--- src/rtl/fib_pkg.sv ---
// rtl/fib_pkg.sv - shared constants for the forward and inverse Fibonacci FSMD units
package fib_pkg;

    // FSM state encoding shared with the forward Fibonacci unit
    localparam logic [1:0] ST_IDLE = 2'b00;
    localparam logic [1:0] ST_OP   = 2'b01;
    localparam logic [1:0] ST_DONE = 2'b10;

    // Default widths: fib(30) = 832040 is the largest term that fits 20 bits
    localparam int FIB_W       = 20;
    localparam int FIB_NW      = 5;
    localparam int FIB_MAX_IDX = 30;

endpackage

--- src/rtl/fib_inverse.sv ---
// rtl/fib_inverse.sv - inverse Fibonacci FSMD (largest n with fib(n) <= v); FIB_INV_REM_EN adds rem output
module fib_inverse
    import fib_pkg::*;
#(
    parameter int W  = FIB_W,
    parameter int NW = FIB_NW
) (
    input  logic          clk,
    input  logic          reset,
    input  logic          start,
    input  logic [W-1:0]  v,
    output logic          ready,
    output logic          done_tick,
    output logic [NW-1:0] idx,
`ifdef FIB_INV_REM_EN
    output logic [W-1:0]  rem,
`endif
    output logic          exact
);

    logic [1:0]    r_state;
    logic [W-1:0]  r_t0;
    logic [W-1:0]  r_t1;
    logic [W-1:0]  r_vr;
    logic [NW-1:0] r_n;
    logic [NW-1:0] r_idx;
    logic          r_exact;
`ifdef FIB_INV_REM_EN
    logic [W-1:0]  r_rem;
`endif

    // Next term carries one extra bit so a term beyond 2^W-1 always exceeds vr
    logic [W:0]    w_nxt;
    logic          w_past;

    // Next-term adder and terminal comparison
    always_comb begin
        w_nxt  = {1'b0, r_t0} + {1'b0, r_t1};
        w_past = (w_nxt > {1'b0, r_vr});
    end

    // FSMD: state and data registers advance together
    always_ff @(posedge clk or posedge reset) begin
        if (reset) begin
            r_state <= ST_IDLE;
            r_t0    <= '0;
            r_t1    <= '0;
            r_vr    <= '0;
            r_n     <= '0;
            r_idx   <= '0;
            r_exact <= 1'b0;
`ifdef FIB_INV_REM_EN
            r_rem   <= '0;
`endif
        end else begin
            case (r_state)
                ST_IDLE: begin
                    if (start) begin
                        r_vr    <= v;
                        r_t0    <= '0;
                        r_t1    <= W'(1);
                        r_n     <= NW'(1);
                        r_state <= ST_OP;
                    end
                end
                ST_OP: begin
                    if (r_vr == '0) begin
                        // fib(0) = 0 is the only term not reached by the search loop
                        r_idx   <= '0;
                        r_exact <= 1'b1;
`ifdef FIB_INV_REM_EN
                        r_rem   <= '0;
`endif
                        r_state <= ST_DONE;
                    end else if (w_past) begin
                        // t1 = fib(n) is the last term not above vr; n grows past the
                        // fib(1)=fib(2) tie so v=1 reports index 2
                        r_idx   <= r_n;
                        r_exact <= (r_t1 == r_vr);
`ifdef FIB_INV_REM_EN
                        r_rem   <= r_vr - r_t1;
`endif
                        r_state <= ST_DONE;
                    end else begin
                        r_t0 <= r_t1;
                        r_t1 <= w_nxt[W-1:0];
                        r_n  <= r_n + NW'(1);
                    end
                end
                ST_DONE: begin
                    r_state <= ST_IDLE;
                end
                default: begin
                    r_state <= ST_IDLE;
                end
            endcase
        end
    end

    // Moore outputs decoded from state; results come straight from their registers
    always_comb begin
        ready     = (r_state == ST_IDLE);
        done_tick = (r_state == ST_DONE);
        idx       = r_idx;
        exact     = r_exact;
`ifdef FIB_INV_REM_EN
        rem       = r_rem;
`endif
    end

endmodule

--- config.mk ---
export PLATFORM = sky130hd
export DESIGN_NAME = fib_inverse
export DESIGN_NICKNAME = d
export VERILOG_FILES = /design/src/rtl/fib_pkg.sv /design/src/rtl/fib_inverse.sv
export SDC_FILE = /design/constraint.sdc
export NUM_CORES = 1
export LEC_CHECK = 0
export CAP_MARGIN = 25
export CORE_UTILIZATION = 54
export CTS_CLUSTER_DIAMETER = 40
export CTS_CLUSTER_SIZE = 30
export DETAILED_ROUTE_END_ITERATION = 8
export PLACE_DENSITY = 0.77
export SLEW_MARGIN = 10
export SYNTH_ARGS = -nofsm -noshare
export SYNTH_HDL_FRONTEND = slang
export SYNTH_SLANG_ARGS = --single-unit
--- constraint.sdc ---
create_clock -name clk -period 3.6 [get_ports clk]
set_clock_uncertainty 0.05 [all_clocks]
set_input_delay 0.9 -clock clk [delete_from_list [all_inputs] [get_ports clk]]
set_output_delay 0.9 -clock clk [all_outputs]
set_load 0.1 [all_outputs]
Yosys cells after proc, flatten, opt, wreduce, memory -nomap -nowiden
Cells that the tools add are included.

storage, ports and cells
  flip-flop bits (word level) = 73
  input port bits = 23
  output and inout port bits = 8
  word-level logic and storage cells = 45

cells by class
  $add $sub $neg = 2
  order comparisons = 1
  equal/unequal tests = 7
  mux-type cells = 20
  reduce and logical (&&, ||, !) cells = 8

operator list
  cell                 number
  $mux 20              6
  $pmux 20 s2          2
  $mux 5               5
  $add 20x20->21       1
  $gt 21x20->1         1
  $eq 20x20->1         1
  $logic_not 20->1     1
  $pmux 5 s2           1
  $mux 2               3
  $ne 2x2->1 const B   3
  $reduce_and 2->1     3
  $add 5x1->5 const B  1
  $pmux 2 s2           1
  $reduce_and 4->1     1
  $reduce_bool 2->1    2
  $ne 3x3->1 const B   1
  $eq 2x1->1 const B   1
  $eq 2x2->1 const B   1
  $logic_not 2->1      1
  $mux 1               2

Depth between registers and ports, before layout
Gate-level depths: netlist (run 1).

  depth after elaboration = 5
  depth in mapped cells = 18
  gate-level depth less buffers = 16

Least setup slack after synthesis (run 1)
No wires, ideal clock.

  path kind = register -> register
  from = reg r_t1[0]
  to = reg r_n[0]
  setup time = 125 ps
  data arrival time = 3,556 ps
  data required time = 3,425 ps
  setup slack = -131 ps
  stages on the path, launching flop included = 17
  path buffers = 1
  clock period less this slack = 3,731 ps
  cells stage by stage = dfrtp_1 -> ha_1 -> fa_1 -> a21oi_1 -> o21bai_1 -> nor3_2 -> nor3_1 -> nand4b_1 -> o311ai_0 -> ha_1 -> nand4_1 -> nor4_1 -> a211o_1 -> o31ai_4 -> nand2_4 -> buf_6 -> mux2_2

on the way
  longest elaborated chain between the ends = 4

RTL lines
  item                               line               text
  start, declared                    fib_inverse.sv:23  logic [W-1:0] r_t1;
  start signal, assigned             fib_inverse.sv:86  r_t1 <= w_nxt[W-1:0];
  $add 20x20->21                     fib_inverse.sv:38  w_nxt = {1'b0, r_t0} + {1'b0, r_t1};
  $gt 21x20->1                       fib_inverse.sv:39  w_past = (w_nxt > {1'b0, r_vr});
  $ne 2x2->1 (no source line)        n/a
  $reduce_and 4->1 (no source line)  n/a
  end signal, assigned               fib_inverse.sv:87  r_n <= r_n + NW'(1);
  end, declared                      fib_inverse.sv:25  logic [NW-1:0] r_n;

Every way passes these cells.
A chain may end at the register's enable or synchronous reset.

Worst setup path after layout (run 1)
  from = reg r_t0[5]
  to = reg r_n[0]

on the way
  longest elaborated chain between the ends = 4

RTL lines
  item                               line               text
  start, declared                    fib_inverse.sv:22  logic [W-1:0] r_t0;
  start signal, assigned             fib_inverse.sv:85  r_t0 <= r_t1;
  $add 20x20->21                     fib_inverse.sv:38
  $gt 21x20->1                       fib_inverse.sv:39
  $ne 2x2->1 (no source line)        n/a
  $reduce_and 4->1 (no source line)  n/a

Every way passes these cells.

==> results of run 1 <==
[layout make-up]
type	instances	share of cell area
multi-input cells	383	0.471
flip-flops and latches	73	0.279
repair buffers	132	0.177
clock buffers	11	0.0216
well taps	108	0.0206
inverters	32	0.0183
clock inverters	5	0.0120
[stage by stage]
step | hold slack, ns | setup slack (ns) | util
2_1_floorplan | 0.429 | 0.000128 | -
3_3_place_gp | 0.432 | -0.457 | 0.674
3_5_place_dp | 0.442 | -0.519 | 0.674
4_1_cts | 0.461 | -0.271 | 0.722
5_1_grt | 0.486 | -0.570 | 0.747
6_report | 0.452 | -0.469 | 0.747
[what timing repair did]
| item | in CTS | in global routing |
|---|---|---|
| hold endpoints to repair | 0 | 0 |
| endpoints found under the setup margin | 53 | 53 |
| gates cloned | 0 | 2 |
| gates resized for setup | 23 | 26 |
| hold buffers | 0 | 0 |
| buffers inserted | 8 | 4 |
| pin swaps | 10 | 26 |
[critical path: cells and delay by family (launching register included)]
family / cells / cell delay (ns)
adders and majority gates: 2 / 0.69
muxes: 1 / 0.26
xor gates and xnor gates: 1 / 0.26
buffers and inverters: 4 / 0.67
and+or+nand+nor: 6 / 0.62
DFF: 1 / 0.41
AOI/OAI and AO/OA: 4 / 0.96
[metal layers]
layer | GRT usage | part of all wire
met5 | 0 | 0
met2 | 0.488 | 0.47
met1 | 0.426 | 0.42
met4 | 0.154 | 0.048
met3 | 0.0496 | 0.068
[final timing paths]
path / startpoint / end / slack, ns / cells past startpoint
setup / recovery: r_t0[5]$_DFFE_PP0P_ / r_n[0]$_DFFE_PP0P_ / -0.47 / 18
hold / removal: idx[2]$_DFFE_PP0P_ / idx[2]$_DFFE_PP0P_ / 0.45 / 1
setup reg to reg: r_t0[5]$_DFFE_PP0P_ / r_n[0]$_DFFE_PP0P_ / -0.47 / 18
hold reg to reg: idx[2]$_DFFE_PP0P_ / idx[2]$_DFFE_PP0P_ / 0.45 / 1
max in group asynchronous: reset / r_vr[2]$_DFFE_PP0P_ / 1.95 / 3
min in group asynchronous: reset / exact$_DFFE_PP0P_ / 0.89 / 2
[state kept, by name, summed over array words and instances, names as in the netlist]
signal	cells
exact	1
idx	5
r_t0	20
r_t1	20
r_n	5
r_state	2
r_vr	20
[layout by cell type (no fill, tap or decap), types with 5 or more instances in the layout]
| cell | synthesis | final |
|---|---|---|
| a21o_1 | 7 | 7 |
| a21oi_1 | 28 | 24 |
| a31o_1 | 16 | 16 |
| a31o_2 | 21 | 15 |
| a31o_4 | 0 | 6 |
| a32o_1 | 5 | 5 |
| and3_1 | 32 | 31 |
| buf_4 | 1 | 96 |
| buf_6 | 7 | 8 |
| clkbuf_8 | 0 | 10 |
| clkdlybuf4s50_1 | 0 | 22 |
| dfrtp_1 | 73 | 73 |
| ha_1 | 41 | 35 |
| inv_1 | 32 | 30 |
| mux2_2 | 6 | 5 |
| nand2_1 | 42 | 41 |
| nand3_1 | 14 | 13 |
| nand4_1 | 7 | 7 |
| nor2_1 | 20 | 19 |
| nor2b_1 | 8 | 8 |
| nor4_1 | 9 | 8 |
| o21ai_0 | 29 | 27 |
| xnor2_1 | 24 | 20 |
| xor2_1 | 12 | 10 |
[cell families (layout without fill, tap and decap cells)]
group                    Yosys count  in the layout  share of synthesized area
multiplexers                       7              7                     0.0159
AND/OR/NAND/NOR                  162            162                      0.182
AO/OA/AOI/OAI                    136            136                      0.201
flip-flops                        73             73                      0.374
XOR/XNOR                          36             36                     0.0645
buffers and inverters             55            180                     0.0545
adder cells (fa/ha/maj)           42             42                      0.109
==> metrics.csv, run 1 <==
metric;value;unit
status;finished, violations left;
failing checks;negative setup slack;
io pins;31;
Syn Inst Count;511;
CTS Sinks;73;
setup slack after layout;-0.469;ns
unrepaired setup endpoints after global routing;true;
CTS tree;built;
# rows;34;
Relative slew margins;0.590;
largest net degree at the start of global routing;47;
Layout area overhead;33.9;%
Clock Latency Late Sink;0.36;ns
cts bufs inserted;9;
vias post-DR;4712;
Die H;97.2;um
fin nets;696;
number of max-cap violations;0;
ant diodes;0;
Yosys top cell area share;0.374;
Tcrit/Tclk final;1.13;
critical path arrival;4.26;ns
Synth area leader;dfrtp_1;
DRC;0;
sequential cell area;0.00183;mm^2
WL final;15100;um
Seq/Total Area, Yosys;0.374;
CP max-delay cell;dfrtp_1;
Crit. End Element;flop;
WL/cell;20.3;um
Detailed Routing Iterations Pass 1;5;
top-count cell post-synth;dfrtp_1;
filler instances;575;
Area after DPL;0.00591;mm^2
initial antenna violation count;0;
fin area;0.00655;mm^2
Chip Width;97.2;um
Reg clk slew, reported paths;0.09;ns
vias per inst;6.33;
synth cell count leaders;dfrtp_1, nand2_1, ha_1, and3_1, inv_1;
flops & latches, synth;73;
core box area;0.00876;mm^2
Slew @ Worst Pin;0.614;ns
critical path class;flop to flop;
PortBufs;30;
Max Freq;246;MHz
initial core utilization;0.558;
CP max stage delay;0.41;ns
crit path max fanout;9;
worst hold path class;flop to flop;
final setup fails;53;
synth top area cells;dfrtp_1, ha_1, xnor2_1;
proportion of layout cells with a drive suffix above 1;0.308;
Non-Filler Instances;744;
placed instance count;714;
Top FF cell, synth;dfrtp_1;
clock root cell;clkbuf_8;
Placer Congestion;0.958;
area of the multi-input gates;0.00309;mm^2
async set or reset register ratio after synthesis;1.00;
H-tree levels;3;
antenna viol nets, final;0;
synth unique cells;62;
vias in the first global route;4541;
final hold vios;0;
Setup Total Neg Slack;-19.83;ns
first-pass GRT wire length;23200;um
Worst Path Required;3.80;ns
Mapped Nets;576;
Bufs on Longest Clock Path;2;
CP Launch Type;flop;
Tmin final;4.07;ns
die area;0.00944;mm^2
Cell Area, Synth;0.00489;mm^2
Syn. warnings;0;
crit-path cells;ha_1 -> buf_4 -> buf_4 -> nand2_1 -> nor2_1 -> a21oi_4 -> nand2_2 -> a21oi_2 -> xnor2_1 -> ha_1 -> nand4_1 -> nor4_2 -> a211o_1 -> o31ai_4 -> buf_12 -> nand2_8 -> clkbuf_16 -> mux2_4;
Post-synth EDFFs;0;
fin. max-slew vios;0;
post-synthesis average cell area;9.57;um^2
post-DP HPWL;9930;um
GRT overflow;0;
GRT Total Usage;0.314;
DRT iter0 DRCs;409;
Power of run 1 is not shown: default switching activity piles up to over one toggle a cycle in this logic, so the estimate is an artifact.
==> inputs of run 2 (changes only) <==
--- a/config.mk
+++ b/config.mk
@@ -15,3 +15,4 @@
 export SYNTH_ARGS = -nofsm -noshare
 export SYNTH_HDL_FRONTEND = slang
 export SYNTH_SLANG_ARGS = --single-unit
+export TNS_END_PERCENT = 100
==> results of run 2 <==
Same layout as run 1: the final DEF is identical, and so are final timing and power.
Power of run 2 is left out for the same reason.
==> inputs of run 3 (changes only) <==
--- a/config.mk
+++ b/config.mk
@@ -5,6 +5,7 @@
 export SDC_FILE = /design/constraint.sdc
 export NUM_CORES = 1
 export LEC_CHECK = 0
+export ABC_AREA = 0
 export CAP_MARGIN = 25
 export CORE_UTILIZATION = 54
 export CTS_CLUSTER_DIAMETER = 40
==> results of run 3 <==
Same layout as run 1: the final DEF is identical, and so are final timing and power.
Power of run 3 is left out for the same reason.
